<file path="config.mk">
export PLATFORM = sky130hd
export DESIGN_NAME = sumador_serie
export DESIGN_NICKNAME = d
export VERILOG_FILES = /design/src/rtl/sumador_serie_pkg.sv /design/src/rtl/sumador_1bit.sv /design/src/rtl/sumador_serie.sv
export SDC_FILE = /design/constraint.sdc
export NUM_CORES = 1
export LEC_CHECK = 0
export CORE_MARGIN = 3
export CORE_UTILIZATION = 50
export DETAILED_ROUTE_END_ITERATION = 12
export HOLD_SLACK_MARGIN = 0.15
export PLACE_DENSITY = 0.76
export SLEW_MARGIN = 10
export SYNTH_ARGS = -nofsm -noshare
export SYNTH_HDL_FRONTEND = slang
export SYNTH_SLANG_ARGS = --single-unit
export TNS_END_PERCENT = 1
</file>
<file path="constraint.sdc">
create_clock -name clk -period 3.6 [get_ports clk]
set_clock_uncertainty 0.15 [all_clocks]
set_input_delay 0.72 -clock clk [delete_from_list [all_inputs] [get_ports clk]]
set_output_delay 0.72 -clock clk [all_outputs]
set_load 0.005 [all_outputs]
</file>
<file path="src/rtl/sumador_serie_pkg.sv">
// -----------------------------------------------------------------------------
// sumador_serie_pkg
// Shared definitions for the bit-serial adder:
//   - SUMADOR_SERIE_N_DEFAULT : default operand/result width
//   - state_e                 : FSM state encoding (2 bits)
// -----------------------------------------------------------------------------
package sumador_serie_pkg;

  localparam int SUMADOR_SERIE_N_DEFAULT = 8;

  typedef enum logic [1:0] {
    ST_IDLE = 2'd0,
    ST_SUMA = 2'd1,
    ST_FIN  = 2'd2
  } state_e;

endpackage : sumador_serie_pkg

</file>
<file path="src/rtl/sumador_1bit.sv">
// -----------------------------------------------------------------------------
// sumador_1bit
// Combinational 1-bit full adder used as the bit-slice of the serial adder.
// Ports:
//   A, B  : input  operand bits
//   Ci    : input  carry in
//   S     : output sum bit
//   Co    : output carry out
// -----------------------------------------------------------------------------
module sumador_1bit (
  input  logic A,
  input  logic B,
  input  logic Ci,
  output logic S,
  output logic Co
);

  logic prop_s;

  assign prop_s = A ^ B;
  assign S      = prop_s ^ Ci;
  assign Co     = (A & B) | (Ci & prop_s);

endmodule : sumador_1bit

</file>
<file path="src/rtl/sumador_serie.sv">
// -----------------------------------------------------------------------------
// sumador_serie
// Bit-serial N-bit adder. Operands are captured on an accepted start strobe
// and added one bit per clock, LSB first, through a single sumador_1bit with
// the carry held in a flip-flop. {Co,S} = A + B + Ci, unsigned, N+1 bits.
//
// Ports:
//   clk   : input  system clock, rising edge
//   rst   : input  asynchronous active-high reset
//   start : input  request strobe, honoured only in IDLE or FIN
//   A, B  : input  N-bit operands, captured on the accepted start edge
//   Ci    : input  carry-in, captured on the accepted start edge
//   S     : output registered N-bit sum, holds the last completed result
//   Co    : output registered carry-out, holds the last completed result
//   V     : output registered signed overflow (only with SUMADOR_SERIE_OVF_EN)
//   busy  : output high while bits are being processed
//   done  : output one-cycle pulse when S/Co have just been updated
//
// Configuration macro:
//   SUMADOR_SERIE_OVF_EN : when defined, adds the V overflow output.
// -----------------------------------------------------------------------------
module sumador_serie
  import sumador_serie_pkg::*;
#(
  parameter int N = SUMADOR_SERIE_N_DEFAULT
) (
  input  logic         clk,
  input  logic         rst,
  input  logic         start,
  input  logic [N-1:0] A,
  input  logic [N-1:0] B,
  input  logic         Ci,
  output logic [N-1:0] S,
  output logic         Co,
`ifdef SUMADOR_SERIE_OVF_EN
  output logic         V,
`endif
  output logic         busy,
  output logic         done
);

  // Counter is at least one bit wide so N=1 still has a legal vector.
  localparam int CW = (N > 1) ? $clog2(N) : 1;
  localparam logic [CW-1:0] CNT_LAST = CW'(N - 1);
  localparam logic [CW-1:0] CNT_ONE  = CW'(1);

  state_e         state_r;
  logic [N-1:0]   reg_a_r;
  logic [N-1:0]   reg_b_r;
  logic           carry_r;
  logic [CW-1:0]  cnt_r;

  logic           s_s;
  logic           co_s;
  logic [N-1:0]   s_next_s;

  // Single bit-slice: always fed from the LSBs of the operand shift registers.
  sumador_1bit u_slice (
    .A  (reg_a_r[0]),
    .B  (reg_b_r[0]),
    .Ci (carry_r),
    .S  (s_s),
    .Co (co_s)
  );

  // The partial sum only needs N-1 bits of storage: the current slice output
  // supplies the MSB, so s_next_s is the full result on the last SUMA edge.
  generate
    if (N == 1) begin : g_single
      assign s_next_s = s_s;
    end else begin : g_multi
      logic [N-2:0] part_r;

      // Shift collected sum bits right, newest bit entering at the top.
      always_ff @(posedge clk or posedge rst) begin
        if (rst) begin
          part_r <= '0;
        end else if (state_r == ST_SUMA) begin
          part_r <= s_next_s[N-1:1];
        end else begin
          part_r <= part_r;
        end
      end

      assign s_next_s = {s_s, part_r};
    end
  endgenerate

  // Main FSM: operand capture, serial stepping and result registration.
  always_ff @(posedge clk or posedge rst) begin
    if (rst) begin
      state_r <= ST_IDLE;
      reg_a_r <= '0;
      reg_b_r <= '0;
      carry_r <= 1'b0;
      cnt_r   <= '0;
      S       <= '0;
      Co      <= 1'b0;
`ifdef SUMADOR_SERIE_OVF_EN
      V       <= 1'b0;
`endif
    end else begin
      case (state_r)
        ST_IDLE, ST_FIN: begin
          if (start) begin
            reg_a_r <= A;
            reg_b_r <= B;
            carry_r <= Ci;
            cnt_r   <= '0;
            state_r <= ST_SUMA;
          end else begin
            state_r <= ST_IDLE;
          end
        end

        ST_SUMA: begin
          reg_a_r <= reg_a_r >> 1;
          reg_b_r <= reg_b_r >> 1;
          carry_r <= co_s;
          if (cnt_r == CNT_LAST) begin
            S       <= s_next_s;
            Co      <= co_s;
`ifdef SUMADOR_SERIE_OVF_EN
            // carry_r here is the carry into the MSB stage.
            V       <= carry_r ^ co_s;
`endif
            cnt_r   <= '0;
            state_r <= ST_FIN;
          end else begin
            cnt_r   <= cnt_r + CNT_ONE;
            state_r <= ST_SUMA;
          end
        end

        default: begin
          state_r <= ST_IDLE;
        end
      endcase
    end
  end

  // Status flags decoded straight from the state register (glitch-free).
  always_comb begin
    busy = 1'b0;
    done = 1'b0;
    case (state_r)
      ST_SUMA: busy = 1'b1;
      ST_FIN:  done = 1'b1;
      default: begin
        busy = 1'b0;
        done = 1'b0;
      end
    endcase
  end

endmodule : sumador_serie

</file>
* After elaboration in Yosys (flattened, before gate mapping) *
Index checks and enable logic that the tools add are counted.
W data, S select, Z words.

word-level totals
  register bits after elaboration = 38
  bits of input ports = 20

cells by class
  $add $sub $neg = 1
  equality and inequality tests = 4
  muxes and demuxes = 14
  bitwise logic cells = 5
  reductions and logical operators = 5

operator list
  kind                   number
  $pmux W8 S2            2
  $mux W8                2
  $mux W3                2
  $pmux W3 S2            1
  $mux W1                4
  $pmux W2 S2            1
  $reduce_and A2 Y1      2
  $add A3 B1 Y3 const B  1
  $eq A3 B3 Y1 const B   1
  $and A1 B1 Y1          2
  $eq A2 B1 Y1 const B   1
  $eq A2 B2 Y1 const B   1
  $logic_not A2 Y1       1
  $mux W2                1
  $ne A2 B2 Y1 const B   1
  $pmux W1 S2            1
  $reduce_bool A2 Y1     1
  $reduce_or A2 Y1       1
  $xor A1 B1 Y1          2
  $or A1 B1 Y1           1

* Logic depth before layout (Yosys ltp) *
  depth in word-level cells = 4
  depth in mapped cells = 8
  gate-level depth less buffers = 4

* Modules after synthesis *
A second synthesis with hierarchy kept.

unflattened totals
  cells, all modules = 148
  area total of the unflattened synthesis = 1,704.1 um^2

by module, submodules not included
  module         times used  cells each  area an instance (um^2)  seq. area each (um^2)
  sumador_serie  1           147         1,684.1                  950.9
  sumador_1bit   1           1           20.0                     0.0

* Worst setup path after synthesis *
OpenSTA, ideal clock, no wires.

  path type = register -> output
  from = register state_r[1]
  to = output busy
  arrival time = 1,065 ps
  slack = 1,665 ps
  stages on the path, launching flop included = 7
  path buffers = 4
  cells stage by stage = dfrtp_1 -> buf_6 -> nand2b_4 -> buf_8 -> inv_8 -> buf_8 -> buf_6

between the ends
  longest elaborated chain between the ends = 2

ends and longest elaborated chain
  item                    line                  source
  from (decl)             sumador_serie.sv:47   state_e state_r;
  from (signal assigned)  sumador_serie.sv:92   state_r <= ST_IDLE;
  from (signal assigned)  sumador_serie.sv:110  state_r <= ST_SUMA;
  from (signal assigned)  sumador_serie.sv:112  state_r <= ST_IDLE;
  $eq A2 B1 Y1            sumador_serie.sv:146  case (state_r)
  $mux W1                 sumador_serie.sv:146
  to (decl)               sumador_serie.sv:38   output logic busy,

Every way passes these cells.

* Worst setup path in the final report *
  from = register state_r[0]
  to = output busy

The elaborated chain is that of the path after synthesis.

==> reports/qor.csv <==
stage;metric;value;unit
synth;area leader, netlist;dfrtp_1;
critical_path;CP Max Fanout;20;
hold_path;hold depth;2;
clock_tree;setup bufs post-CTS;0;
hold_path;worst min-delay path class;register to register;
die;die height;65.5;um
synth;Syn Nets;174;
drt;Total Wirelength;3280;um
critical_path;CP Data Required Time;2730;ps
die;Die W;65.5;um
hold_path;Hold Crit Endpoint;g_multi.part_r[0];
drt;Vias;1185;
critical_path;startpoint types;register;
synth;post-synthesis sequential area ratio;53.7;%
sta;final setup vio count;0;
power_and_ir_drop;internal power;1.26;mW
power_and_ir_drop;NetSw;0.629;mW
clock_tree;root buffer selected by CTS;clkbuf_4;
drt;DR vias/cell;5.27;
power_and_ir_drop;Leakage Power;0.968;nW
clock_tree;Sink Count;38;
status;status;finished, final reports clean;
power_and_ir_drop;sw frac;33.3;%
synth;Syn Inst Count;151;
die;starting density of the core;55.3;%
grt;largest net degree at the start of global routing;39;
placement;IO buf count;30;
layout;Area Overhead vs Synth;22.5;%
clock_tree;clk slew on worst S/H paths;120;ps
sta;slew at the pin with the worst max-slew slack;639;ps
drt;Iter 0 DRT Violations;88;
sta;max-slew violations;0;
synth;Avg Inst Size Synth;11.7;um^2
synth;Synth Warn #;0;
grt;initial antenna violation count;0;
sta;RSZ-0062 raised after global routing;false;
critical_path;worst-case reg-to-reg path depth;4;
sta;Max-Slew Margin vs Limit;57.4;%
synth;number of synthesized flops with an enable pin;0;
synth;Yosys reg bits;38;
layout;ant diodes;0;
placement;GPL Wtd Cong;0.758;
drt;Avg WL per Cell;14.6;um
sta;Setup Total Neg Slack;0;ps
synth;top cells by area, synth;dfrtp_1, mux2_4, mux2i_1;
sta;Tcrit/Tclk final;83.1;%
synth;ys flop type;dfrtp_1;
clock_tree;clk buf depth;2;
power_and_ir_drop;power share of the clock group;19.5;%
drt;ANT nets after route;0;
run;max_cap viols;0;
critical_path;R2R Path End;S[6];
clock_tree;TritonCTS clock tree;done;
power_and_ir_drop;Max IR drop VDD;0.431;mV
synth;mapped cell area;1770;um^2
power_and_ir_drop;PwrDens;870;nW/um^2
layout;nets;203;
clock_tree;CTS hold repair buffers;0;
grt;vias in the first global route;1197;
drt;DRT Pass-1 Iters;4;
layout;non-filler instance count after layout;225;
critical_path;reg2reg start;state_r[0];
grt;Total GRT Usage;17.1;%
critical_path;Crit Path Category;register to output port;
critical_path;crit path capture type;output port;
sta;Min Clock Period, post-route;2990;ps
clock_tree;Skew-Pair Late Insertion Delay;340;ps
hold_path;hold path startpoint;g_multi.part_r[0];
die;die area;4290;um^2
clock_tree;Resized cells post-CTS;0;
clock_tree;# H-tree levels;2;
die;Core Area;3200;um^2
power_and_ir_drop;Flop pwr share;42.3;%
synth;Yosys cell types;26;
critical_path;reg2reg setup slack;1640;ps
die;# IOs;31;
power_and_ir_drop;Comb pwr share;38.2;%
clock_tree;total CTS buffers;5;
synth;Async SR Flop Fraction;100;%
critical_path;CP arrival;2120;ps
sta;fmax;334;MHz
layout;share of cells above drive strength 1;13.8;%
sta;final hold vios;0;
synth;Synth top area share;53.7;%
drt;DRC viols;0;
grt;first-pass GRT wire length;5650;um
placement;HPWL after detailed placement;2280;um
grt;grt ovf;0;
die;Site Rows;20;
placement;Placed Cells;217;
==> power by group through the flow <==
| stage | registers (mW) | clock network [mW] | logic, mW |
|---|---|---|---|
| finish | 0.798 | 0.369 | 0.721 |
| global route | 0.828 | 0.397 | 0.819 |
| CTS | 0.798 | 0.375 | 0.733 |
| detailed placement | 0.805 | 0 | 0.727 |
| global placement | 0.790 | 0 | 0.704 |
| floorplan | 0.742 | 0 | 0.595 |
==> layout by cell type (no fill, tap or decap), drive strengths merged, types with 3 or more instances in the layout <==
| cell type | instances |
|---|---|
| dfrtp | 38 |
| clkbuf | 6 |
| nor2b | 9 |
| a211oi | 7 |
| clkdlybuf4s50 | 30 |
| inv | 3 |
| o22ai | 8 |
| nand2 | 22 |
| mux2 | 9 |
| a22o | 3 |
| nor3 | 9 |
| a21oi | 7 |
| mux2i | 8 |
| nor2 | 9 |
==> cells by family after synthesis <==
logic type      count (synthesis)  synth area share, %
flops                          38                 53.7
mux                            17                 12.2
compound gates                 28                 10.2
buf+inv                        13                 5.72
fa+ha+maj                       3                 2.54
simple gates                   52                 15.6
==> routing by layer <==
layer,share of wire (%),up-vias,GRT usage (%)
li1,-,578,-
met1,46,575,24.5
met2,48,30,25.7
met3,4.9,2,4.27
met4,0.58,0,5.44
met5,0,-,0
==> area by class of cell <==
class                           count  area [um^2]
Sequential cell                    38          951
Fill cell                         263         1030
Clock buffer                        6         51.3
Inverter                            3         18.8
Tap cell                           44         55.1
Multi-Input combinational cell    100          718
Timing Repair Buffer               32          315
Clock inverter                      2         60.1
==> Yosys cell counts, types with 2 or more instances <==
cell       n
a211oi_1   7
a21oi_1    7
a22o_1     3
buf_2      6
buf_6      2
buf_8      2
dfrtp_1   38
ha_1       2
inv_1      2
mux2_4     9
mux2i_1    8
nand2_1   21
nor2_1     8
nor2b_1    9
nor3_1     7
nor3_2     2
o21ai_0    2
o22ai_1    8
==> worst max path at each step <==
| stage | slack, ps | startpoint | depth (start not counted) | to |
|---|---|---|---|---|
| after detailed placement | 990 | state_r[0] | 3 | busy |
| after floorplan | 1670 | state_r[1] | 6 | busy |
| final | 610 | state_r[0] | 3 | busy |
| after global routing | 470 | state_r[0] | 3 | busy |
| after global placement | 1060 | state_r[0] | 3 | busy |
| after CTS | 610 | state_r[0] | 3 | busy |
==> critical path, stage by stage (launching register included) <==
cell	delay, ps
dfrtp_1	770
nand2b_4	270
inv_8	210
clkdlybuf4s50_1	530
==> state kept, by name (all words and copies together) (netlist names) <==
name and cells:
carry_r 1, g_multi.part_r 7, reg_a_r 8, S 8
Co 1, state_r 2, cnt_r 3, reg_b_r 8
==> per-stage QoR <==
step                      setup WS, ps  util, %  hold slack, ps  area (um^2)  total power [mW]
after floorplan                   1670        -             296         1770              1.34
after CTS                          606     67.7             357         2170              1.91
after detailed placement           991     64.3             331         2060              1.53
after global placement            1060     64.3             312         2060              1.49
after global routing               467     67.7             397         2170              2.04
final                              609     67.7             349         2170              1.89
(Power assumes the default switching activity.)
==> RTL edit 1: new RTL, same flow settings <==
Set the package constant `SUMADOR_SERIE_N_DEFAULT` to 16 (it was 8).
--- a/src/rtl/sumador_serie_pkg.sv
+++ b/src/rtl/sumador_serie_pkg.sv
@@ -6,7 +6,7 @@
 // -----------------------------------------------------------------------------
 package sumador_serie_pkg;
 
-  localparam int SUMADOR_SERIE_N_DEFAULT = 8;
+  localparam int SUMADOR_SERIE_N_DEFAULT = 16;
 
   typedef enum logic [1:0] {
     ST_IDLE = 2'd0,
Ports: changed (resized A, B and S); port bits go from 31 to 55. No check against the original RTL was run, so the function may have changed too.
==> RTL edit 1 against the original RTL <==
  * Wire length rose by 76%
  * Sequential share of layout area rose by 2.5 points
  * Final area rose by 77%
  * Largest cell class unchanged
  * Area after synthesis rose by 73%
  * Count of clock-buffer cells in the layout rose by 4
  * Sequential cell count rose by 33
  * Highest routed layer unchanged
  * Setup slack improved by 0.41 ns
  * Die area rose by 65%
  * Total power rose by 78%
==> RTL edit 1: results (changes against the original RTL) <==
stage	metric	value	unit	change
status	status	complete, no violations		
power	worst vdd ir	0.438	mV	+1.6%
synthesis	Post-synth top cells	111 x nand2_1, 71 x dfrtp_1, 32 x nor2_1		
placed_design	PortBufs	54		+80%
drt	WL final	5.76	mm	+76%
sta	crit share post-route	71.6	%	-11 points
global_route	vias in the first global route	2065		+73%
placed_design	pre-CTS WS	0.972	ns	-0.0194 ns
synthesis	Mapped Nets	342		+97%
global_route	met1 Track Usage GR	23.3	%	-1.2 points
setup_path	CP Max Fanout	21		+5.0%
drt	Pre-antenna DRT Iters	5		+1
clocking	Worst-path clk slew	0.07	ns	-0.05 ns
drt	Vias/cell	5.24		-0.59%
setup_path	Crit path largest cell delay	0.57	ns	-0.20 ns
clocking	CTS Buf Count	9		+4
synthesis	synthesized instance count	304		+100%
hold_path	hold path startpoint	g_multi.part_r[14]		
global_route	largest net degree at the start of global routing	83		+110%
placed_design	Final Wtd Congestion	0.739		-2.6%
sta	Min Hold Slack	0.347	ns	-0.00186 ns
setup_path	Crit path arrival time	1.71	ns	-0.41 ns
drt	routed vias	2246		+90%
placed_design	DP Area	3590	µm²	+75%
setup_path	slowest CP cell	clkdlybuf4s50_1		
clocking	htree depth	3		+1
layout	biggest regs	S x16, reg_a_r x16, reg_b_r x16		
synthesis	Seq/Total Area, Yosys	58.1	%	+4.3 points
==> RTL edit 1: changes by cell type after synthesis, sizes merged, moves of 8 or more <==
cell	change
nor3	-9
nor2	+24
mux2	+9
a31oi	+31
dfrtp	+33
nand2	+89
o22ai	-8
==> RTL edit 1: stage by stage <==
| step | utilization (%) | total power, mW |
|---|---|---|
| 2_1_floorplan | - | 2.27 |
| 3_3_place_gp | 62.9 | 2.55 |
| 3_5_place_dp | 62.9 | 2.61 |
| 4_1_cts | 67.2 | 3.39 |
| 5_1_grt | 67.2 | 3.61 |
| 6_report | 67.2 | 3.35 |
==> RTL edit 1: kinds of logic (layout without fill, tap and decap cells) <==
kind of cell / after synthesis / count (layout) / share of synthesized area (%)
simple gates: 155 / 155 / 20.6
flops: 71 / 71 / 58.1
compound gates: 35 / 35 / 7.36
buf+inv: 22 / 75 / 4.70
mux: 19 / 19 / 8.18
fa+ha+maj: 2 / 2 / 1.06
==> RTL edit 1: worst reg2reg max path: cells and delay by family, from the launching register on <==
| family | cells | cell delay, ns |
|---|---|---|
| flip-flops | 1 | 0.44 |
| multiplexers | 1 | 0.36 |
| buffers and inverters | 1 | 0.63 |
| AND/OR/NAND/NOR | 2 | 0.33 |
==> RTL edit 1: cell type report <==
class	count	area, µm²
clock buffer	10	138
clock inverter	6	108
fill	442	1870
inverter	2	7.51
multi-input combinational	211	1140
sequential	71	1780
tap	72	90.1
timing repair buffer	57	576
==> RTL edit 1: metal layers <==
metal  vias up  routed length, µm
met5         -                  0
met4         0                 85
met3         9                314
met2        66               2630
met1      1077               2730
li1       1094                  -
==> RTL edit 1: power by group <==
part           switching, mW  internal [mW]
Clock                  0.289          0.477
Combinational          0.619          0.578
Sequential             0.229           1.16
==> RTL edit 2: new RTL, config.mk and constraints unchanged <==
Without the edit above. Make the reset (`rst`) synchronous in 2 clocked blocks. Comments in the files are not updated.
--- a/src/rtl/sumador_serie.sv
+++ b/src/rtl/sumador_serie.sv
@@ -72,7 +72,7 @@
       logic [N-2:0] part_r;
 
       // Shift collected sum bits right, newest bit entering at the top.
-      always_ff @(posedge clk or posedge rst) begin
+      always_ff @(posedge clk) begin
         if (rst) begin
           part_r <= '0;
         end else if (state_r == ST_SUMA) begin
@@ -87,7 +87,7 @@
   endgenerate
 
   // Main FSM: operand capture, serial stepping and result registration.
-  always_ff @(posedge clk or posedge rst) begin
+  always_ff @(posedge clk) begin
     if (rst) begin
       state_r <= ST_IDLE;
       reg_a_r <= '0;
Function: differs if rst is asserted again (counterexample within 4 cycles, from zero or initial values and one cycle with rst high); with rst held inactive, the same outputs for 10 cycles.
==> RTL edit 2 against the original RTL <==
  * Via count grew 13%
  * Setup slack gained 0.46 ns
  * Count of clock-buffer cells in the layout is the same
  * Area after synthesis shrank 13%
  * Final area shrank 12%
  * Largest cell class unchanged
  * Sequential cell count is the same
  * Utilization shrank 0.54 points
  * Wire length shrank 5.9%
Power is not compared: it rests on default switching activity, and its combinational part moved more than twofold at a synthesized area within 25%.
==> RTL edit 2: results (changes against the original RTL) <==
stage	metric	value	unit	change
status	status	complete, no violations		
power	worst vdd ir	0.369	mV	
drt	routed vias	1338		+13%
synthesis	Seq/Total Area, Yosys	49.5	%	-4.2 points
hold_path	HP Class	flop to flop		
setup_path	Crit path arrival time	1.66	ns	-0.46 ns
synthesis	Synth area leaders	dfxtp_1 50%, nand2_1 14%, a311oi_1 8.6%		
power	P_int	722	µW	
synthesis	predominant post-synthesis flop cell	dfxtp_1		
global_route	Total GRT Usage	17.2	%	+0.078 points
clocking	htree depth	2		unchanged
drt	drt wl/cell	12.6	µm	-14%
global_route	vias in the first global route	1145		-4.3%
hold_path	Hold Crit Depth	2		unchanged
placed_design	HPWL Detailed	2.01	mm	-12%
clocking	CTS root buf	clkbuf_4		
synthesis	Post-synth ARST share	0	%	-100 points
setup_path	slowest CP cell	clkdlybuf4s50_1		
layout	share of layout cells above drive strength 1	5.61	%	-8.2 points
synthesis	synth unique cells	19		-27%
setup_path	FF-to-FF path depth	5		+1
layout	ant diodes	0		unchanged
clocking	Resized cells post-CTS	0		unchanged
placed_design	PortBufs	30		unchanged
global_route	largest net degree at the start of global routing	44		+13%
placed_design	Final Wtd Congestion	0.671		-12%
synthesis	Mapped Nets	211		+21%
setup_path	Crit path largest cell delay	0.55	ns	-0.22 ns
clocking	Post-CTS Setup Bufs	0		unchanged
global_route	initial antenna violation count	0		unchanged
layout	fill cell count	234		-11%
clocking	Max clock buf depth	2		unchanged
drt	Pre-antenna DRT Iters	4		unchanged
clocking	CTS Buf Count	5		unchanged
layout	biggest regs	S x8, reg_a_r x8, reg_b_r x8		
synthesis	Mean Syn Cell Area	8.17	µm²	-30%
clocking	Worst-path clk slew	0.11	ns	
synthesis	Synth Warn #	0		unchanged
placed_design	placed cells	237		+9.2%
setup_path	CP Max Fanout	19		-5.0%
layout	final instance count without filler cells	245		+8.9%
sta	relative slew slack	51.4	%	-6.0 points
clocking	Clk Latency, worst-skew pair	0.34	ns	about the same
synthesis	Post-synth top cells	57 x nand2_1, 38 x dfxtp_1, 20 x a21oi_1		
power	cell leakage power	0.699	nW	
drt	drt first-iter violations	105		+19%
global_route	first-pass GRT wire length	4.83	mm	-15%
-- RTL edit 2: cell count changes after synthesis, moves of 9 or more --
cell | unedited run | this run
dfrtp_1 | 38 | 0
dfxtp_1 | 0 | 38
nand2_1 | 21 | 57
a311oi_1 | 0 | 15
a21oi_1 | 7 | 20
nand3_1 | 1 | 13
nor2_1 | 8 | 18
mux2_4 | 9 | 0
-- RTL edit 2: power groups by stage --
stage          logic [mW]  clock network [mW]  registers (mW)
6_report           0.0981               0.376           0.455
5_1_grt             0.110               0.404           0.458
4_1_cts            0.0984               0.383           0.455
3_3_place_gp       0.0951                   0           0.464
2_1_floorplan      0.0715                   0           0.461
3_5_place_dp       0.0981                   0           0.465
-- RTL edit 2: worst max-delay path: cells and delay by family (launching register included) --
| kind | cells | cell delay, ns |
|---|---|---|
| flops | 1 | 0.44 |
| buf+inv | 2 | 0.75 |
| simple gates | 1 | 0.12 |
-- RTL edit 2: final cells by class --
type                    instances  area [µm²]  share of cell area, %
well taps                      31        38.8                   2.02
flip-flops and latches         38         761                   39.7
clock inverters                 2        60.1                   3.13
repair buffers                 33         323                   16.8
clock buffers                   6        51.3                   2.68
inverters                       1        5.00                  0.261
multi-input cells             134         678                   35.4
-- RTL edit 2: metal layers --
| metal | track usage, % | routed length (µm) | share of wire, % | vias up |
|---|---|---|---|---|
| li1 | - | - | - | 688 |
| met1 | 20.9 | 1340 | 43 | 620 |
| met2 | 28.5 | 1580 | 51 | 28 |
| met3 | 5.66 | 146 | 4.7 | 2 |
| met4 | 6.36 | 23 | 0.75 | 0 |
| met5 | 0 | 0 | 0 | - |
-- RTL edit 2: per-stage QoR --
step                      hold slack, ns  setup slack [ns]  cell area (µm²)
after global placement             0.294              1.30             1810
after global routing               0.337             0.968             1920
after floorplan                    0.287              1.90             1540
after CTS                          0.316              1.04             1920
after detailed placement           0.300              1.24             1810
final                              0.313              1.07             1920
-- RTL edit 2: kinds of logic (layout without fill, tap and decap cells) --
logic type               Yosys count  after routing  synth area share, %
buffers and inverters             16             42                 6.35
flip-flops                        38             38                 49.5
AND/OR/NAND/NOR                   94             94                 25.2
AO/OA/AOI/OAI                     37             37                 16.0
adder cells (fa/ha/maj)            3              3                 2.93
-- RTL edit 2: worst paths after layout --
check | startpoint | endpoint | slack [ns]
worst max-delay path | state_r[0] | busy | 1.07
worst min-delay path | S[5] | S[5] | 0.31
worst max register to register | cnt_r[0] | S[2] | 1.72
worst min register to register | S[5] | S[5] | 0.31
